$ cat src/rtl/efuse_load_ctrl.sv
// eFuse load sequencer: reads the fuse macro byte by byte into a shadow array
// after reset or on software request, and serves shadow/status over APB.
module efuse_load_ctrl #(
   parameter int unsigned EFUSE_BIT      = 1024,
   parameter int unsigned APB_ADDR_WIDTH = 8,
   parameter int unsigned APB_DATA_WIDTH = 8,
   parameter int unsigned T_SETUP        = 2,
   parameter int unsigned T_STROBE       = 4
) (
   input  logic                                                     clk,
   input  logic                                                     rstn,
   input  logic                                                     psel,
   input  logic                                                     penable,
   input  logic                                                     pwrite,
   input  logic [APB_ADDR_WIDTH-1:0]                                paddr,
   input  logic [APB_DATA_WIDTH-1:0]                                pwdata,
   output logic [APB_DATA_WIDTH-1:0]                                prdata,
   output logic                                                     pready,
   output logic                                                     pslverr,
   output logic                                                     efuse_csb,
   output logic [$clog2((EFUSE_BIT/8 > 1) ? EFUSE_BIT/8 : 2)-1:0]   efuse_addr,
   output logic                                                     efuse_strobe,
   input  logic [7:0]                                               efuse_dout,
   output logic                                                     busy,
   output logic                                                     load_done
);

   localparam int unsigned N     = EFUSE_BIT / 8;
   localparam int unsigned AW    = $clog2((N > 1) ? N : 2);
   localparam int unsigned TMAX  = (T_SETUP > T_STROBE) ? T_SETUP : T_STROBE;
   localparam int unsigned CNT_W = ($clog2(TMAX) < 1) ? 1 : $clog2(TMAX);

   typedef enum logic [2:0] {
      S_IDLE,
      S_SETUP,
      S_STROBE,
      S_HOLD,
      S_DONE
   } state_t;

   state_t           state_q, state_d;
   logic [CNT_W-1:0] cnt_q, cnt_d;
   logic [AW-1:0]    addr_q, addr_d;
   logic             auto_q, auto_d;
   logic             reload_q, reload_d;
   logic             done_q, done_d;
   logic             cap_en;
   logic [7:0]       shadow_q [N];

   logic hit_shadow, hit_ctrl, hit_status, access, ctrl_wr;
   logic unused_pwdata;

   assign access     = psel && penable;
   assign hit_shadow = 32'(paddr) < N;
   assign hit_ctrl   = 32'(paddr) == 32'h80;
   assign hit_status = 32'(paddr) == 32'h81;
   assign ctrl_wr    = access && pwrite && hit_ctrl && pwdata[0];
   assign unused_pwdata = ^pwdata;

   assign busy         = (state_q == S_SETUP) || (state_q == S_STROBE) || (state_q == S_HOLD);
   assign efuse_csb    = !busy;
   assign efuse_strobe = (state_q == S_STROBE);
   assign efuse_addr   = addr_q;
   assign load_done    = done_q;
   assign pready       = 1'b1;

   // Sequencer state, phase counter, byte address and control flags.
   always_ff @(posedge clk or negedge rstn) begin
      if (!rstn) begin
         state_q  <= S_IDLE;
         cnt_q    <= '0;
         addr_q   <= '0;
         auto_q   <= 1'b1;
         reload_q <= 1'b0;
         done_q   <= 1'b0;
      end else begin
         state_q  <= state_d;
         cnt_q    <= cnt_d;
         addr_q   <= addr_d;
         auto_q   <= auto_d;
         reload_q <= reload_d;
         done_q   <= done_d;
      end
   end

   // Next-state logic; a load start clears a reload request raised in the same cycle.
   always_comb begin
      state_d  = state_q;
      cnt_d    = cnt_q;
      addr_d   = addr_q;
      auto_d   = auto_q;
      reload_d = reload_q;
      done_d   = done_q;
      cap_en   = 1'b0;
      if (ctrl_wr && !busy) begin
         reload_d = 1'b1;
      end
      unique case (state_q)
         S_IDLE: begin
            if (auto_q || reload_q) begin
               auto_d   = 1'b0;
               reload_d = 1'b0;
               done_d   = 1'b0;
               addr_d   = '0;
               cnt_d    = '0;
               state_d  = S_SETUP;
            end
         end
         S_SETUP: begin
            if (cnt_q == CNT_W'(T_SETUP - 1)) begin
               cnt_d   = '0;
               state_d = S_STROBE;
            end else begin
               cnt_d = cnt_q + CNT_W'(1);
            end
         end
         S_STROBE: begin
            if (cnt_q == CNT_W'(T_STROBE - 1)) begin
               cap_en  = 1'b1;
               cnt_d   = '0;
               state_d = S_HOLD;
            end else begin
               cnt_d = cnt_q + CNT_W'(1);
            end
         end
         S_HOLD: begin
            if (addr_q == AW'(N - 1)) begin
               done_d  = 1'b1;
               state_d = S_DONE;
            end else begin
               addr_d  = addr_q + AW'(1);
               state_d = S_SETUP;
            end
         end
         S_DONE: begin
            state_d = S_IDLE;
         end
         default: begin
            state_d = S_IDLE;
         end
      endcase
   end

   // Shadow array: cleared on reset, overwritten in place on each strobe capture.
   always_ff @(posedge clk or negedge rstn) begin
      if (!rstn) begin
         for (int unsigned i = 0; i < N; i++) begin
            shadow_q[i] <= '0;
         end
      end else if (cap_en) begin
         shadow_q[addr_q] <= efuse_dout;
      end
   end

   // APB read mux and error decode, only driven during the access phase.
   always_comb begin
      prdata  = '0;
      pslverr = 1'b0;
      if (access) begin
         if (hit_shadow) begin
            if (pwrite || busy) begin
               pslverr = 1'b1;
            end else begin
               prdata = APB_DATA_WIDTH'(shadow_q[paddr[AW-1:0]]);
            end
         end else if (hit_status) begin
            if (pwrite) begin
               pslverr = 1'b1;
            end else begin
               prdata = APB_DATA_WIDTH'({6'b0, done_q, busy});
            end
         end else if (!hit_ctrl) begin
            pslverr = 1'b1;
         end
      end
   end

endmodule

$ cat config.mk
export PLATFORM = sky130hd
export DESIGN_NAME = efuse_load_ctrl
export DESIGN_NICKNAME = d
export VERILOG_FILES = /design/src/rtl/efuse_load_ctrl.sv
export SDC_FILE = /design/constraint.sdc
export NUM_CORES = 2
export LEC_CHECK = 0
export BUFFER_PORTS_ARGS = -buffer_cell sky130_fd_sc_hd__buf_2
export CAP_MARGIN = 40
export CORE_MARGIN = 2
export CORE_UTILIZATION = 50
export CTS_CLUSTER_DIAMETER = 60
export DETAILED_ROUTE_END_ITERATION = 8
export MAX_ROUTING_LAYER = met4
export PLACE_DENSITY = 0.76
export SYNTH_ARGS = -nofsm -noshare
export SYNTH_HDL_FRONTEND = slang
export SYNTH_SLANG_ARGS = --single-unit
$ cat constraint.sdc
create_clock -name clk -period 2.6 [get_ports clk]
set_input_delay 0.26 -clock clk [delete_from_list [all_inputs] [get_ports clk]]
set_output_delay 0.26 -clock clk [all_outputs]
set_load 0.01 [all_outputs]
==> impl_metrics.toml <==
[timing]
finalCriticalPeriod_ns = 3.37
layout_setup_ws_ns = -0.772
worst_slew_pin_slew_ns = 0.886
fin_skew_ns = 0.0449
drv_slew = 0
rsz0062_at_grt = "true"
hold_ws_ns = 0.105
max_freq_ghz = 0.297
final-setup-viol-count = 8
max-slew-margin-rel = 0.409
post-route-period-util = 1.30
final_hold_viol_count = 0

[synth]
ys_types = 60
yosysWarnings = 0
ys_seq_elements = 1039
synthCells = 3075
synthArstFlopShare = 1.00
synth_flop_cell = "dfrtp_1"
netlist_area_sq_um = 47700
yosysSeqAreaShare = 0.545
syn_nets = 3108
syn_area_per_cell_sq_um = 15.5
synth_edf_count = 0

[worst_setup_path]
slowest_delay_ns = 0.51
crit_buf_inv = 1
reg2reg_to = "shadow_q[38]$_DFFE_PN0P_"
startpoint_type = "flip-flop"
regToRegSetupSlack_ns = 0.09
crit_arrival_ns = 3.11
cp_top_family = "multiplexers"
crit_start = "shadow_q[114]$_DFFE_PN0P_"
path_cells = "mux4_2 -> mux4_2 -> o211ai_1 -> a21oi_1 -> a2111o_1 -> buf_2"
rr_worst_depth = 4
crit_required_ns = 2.34
r2r_start = "efuse_addr[3]$_DFFE_PN0P_"
critPathMaxFanout = 2
endpoint_kind = "output pin"
path_class = "reg2out"
crit_top_cell = "mux4_2"
cpMaxStageDelayCell = "mux4_2"

[power]
total_leakage_power_nw = 25.0
sequentialPowerShare = 0.468
internal_power_mw = 27.6
peakVddDrop_v = 0.000550
cellPowerDensity_nw_per_um2 = 648
clockPowerShare = 0.438
power_switching_mw = 8.85
power_mw = 36.4
swShare = 0.243
combPwrFrac = 0.094

[worst_hold_path]
hp-class = "in2reg"
holdPathEnd = "reload_q$_DFF_PN0_"
holdPathStages = 5
hold_start = "paddr[7]"

[final_layout]
drive_gt1_frac = 0.591
area_delta_synth_final_pct = 17.8
fin_nets = 3396

[global_routing]
antenna_found_initial = 2
grt_overflow = 0
grt.total_usage = 0.276
grt_pass1_vias = 31648
met3_usage = 0.0505
met2_usage = 0.418
grt_pass1_wl_mm = 199
grt_start_max_net_pins = 129
busiest_layer = "met2"
grt_use_met1 = 0.382

[detailed_routing]
ant_nets = 0
drc = 0
viasPerCell = 6.26
num_vias = 29532
avgRoutedWirePerCell_microns = 27.4
first_iter_violations = 2874
drt_wl_total_mm = 129
drt_first_pass_iters = 5

[floorplanning]
io-pin-count = 50
core_sq_um = 94700
die_h_microns = 313
dieArea_sq_um = 97800
initial_utilization = 0.503
die_w_microns = 313
row_count = 113

[run]
maxCapViolations = 0

[clock_network]
cts_tree = "built"
h-tree-depth = 3
clk_latency_ns = 0.70
cts_buffers = 109
clk_path_buf_depth = 3
cts.sinks = 1039
clk_pin_slew_ns = 0.06
root_buffer = "clkbuf_16"

[outcome]
outcome = "finished, violations left"
violations = "negative setup slack"

[place]
gp_congestion = 1.01
io_buffer_count = 41
place_hpwl_mm = 87.9
==> final cells by class <==
cell class / instances / area [sq um]
clock inverter: 48 / 541
tap: 1265 / 1580
sequential: 1039 / 26000
multi-input combinational: 1804 / 21200
timing repair buffer: 402 / 3640
fill: 6884 / 38500
clock buffer: 153 / 3180
antenna: 2 / 5.00
inverter: 7 / 26.3
==> logic make-up (layout without fill, tap and decap cells) <==
kind of cell             Yosys count  count (layout)  synth area share
other                              1               3         0.0000786
flip-flops                      1039            1039             0.545
XOR/XNOR                           3               3          0.000551
AND/OR/NAND/NOR                  320             320            0.0333
AO/OA/AOI/OAI                    151             151            0.0223
adder cells (fa/ha/maj)            4               4           0.00105
buffers and inverters            232             610            0.0219
multiplexers                    1325            1325             0.376
==> power groups by stage <==
stage	registers [mW]	logic, mW	clock network [mW]
2_1_floorplan	17.2	1.79	0
3_3_place_gp	17.2	3.16	0
3_5_place_dp	17.3	3.27	0
4_1_cts	17.0	3.38	16.1
5_1_grt	17.1	3.66	16.8
6_report	17.0	3.43	15.9
==> stage by stage <==
step                      utilization  instance area (sq um)  setup WS (ns)  instances  TNS (ns)
after CTS                       0.591                  56000         -0.749       4718     -4.34
after detailed placement        0.547                  51800         -0.680       4511    -61.51
final                           0.593                  56200         -0.772       4720     -4.26
after floorplan                     -                  47700         0.0875       3075         0
after global routing            0.593                  56200         -0.814       4720     -4.65
after global placement          0.547                  51800         -0.727       4510    -56.01
==> cells in the mapped netlist, drive strengths merged (5+ instances only) <==
library cell,count,area share
o21ai,9,0.00094
nand2,115,0.0091
a221oi,5,0.00092
o22ai,25,0.0033
nand3,12,0.0014
nor3b,6,0.0010
nand2b,11,0.0014
a211oi,9,0.0014
nor2b,14,0.0018
mux2,1032,0.24
nor2,107,0.012
mux2i,25,0.0052
nand4,6,0.00079
buf,79,0.0098
nor3,26,0.0028
clkbuf,146,0.011
nor4,7,0.00092
inv,5,0.00039
mux4,268,0.13
dfrtp,1038,0.54
a22oi,50,0.0079
a21oi,19,0.0020
==> metal layers <==
| metal | part of all wire | up-vias | wire, microns |
|---|---|---|---|
| met5 | 0 | - | 0 |
| met4 | 0.029 | 0 | 3720 |
| met3 | 0.077 | 238 | 9930 |
| met2 | 0.47 | 1139 | 61200 |
| met1 | 0.42 | 16079 | 54400 |
| li1 | - | 12076 | - |
==> cell usage in the layout (no fill, tap or decap), drive strengths merged, types with 4 or more instances in the layout <==
master and count:
a211oi 9, a21oi 19, a221oi 5, a22o 4, a22oi 50, a31oi 4
and2 4, buf 399, bufinv 8, clkbuf 153, clkinv 31, clkinvlp 6
dfrtp 1038, ha 4, inv 10, mux2 1032, mux2i 25, mux4 268
nand2 115, nand2b 11, nand3 12, nand4 6, nor2 107, nor2b 14
nor3 26, nor3b 6, nor4 7, o21ai 9, o22ai 25, or2 4
==> worst reg2reg max path: stages (launching register included) <==
cell,delay [ns]
dfrtp_1,0.66
and2_1,0.41
nand3_1,0.41
nor2_2,0.52
mux2_2,0.40
==> registers in the layout, summed over array words and instances (netlist names) <==
name / cells
auto_q: 1
load_done: 1
cnt_q: 2
efuse_addr: 7
state_q: 3
reload_q: 1
shadow_q: 1024
==> worst max path at each step <==
stage | endpoint | slack [ns] | depth (start not counted)
after floorplan | prdata[4] | 0.09 | 9
after global placement | prdata[5] | -0.73 | 11
after detailed placement | prdata[5] | -0.68 | 11
after CTS | prdata[2] | -0.75 | 6
after global routing | prdata[2] | -0.81 | 6
final | prdata[2] | -0.77 | 6
==> what timing repair did <==
| action | CTS | global route |
|---|---|---|
| setup buffers | 4 | 1 |
| gates resized for setup | 90 | 31 |
| setup endpoints to repair | 561 | 461 |
| pin swaps | 25 | 20 |
| gates cloned | 0 | 0 |
| hold endpoints to repair | 36 | 0 |
| hold buffers | 3 | 0 |
Power figures use the tool's default switching activity.
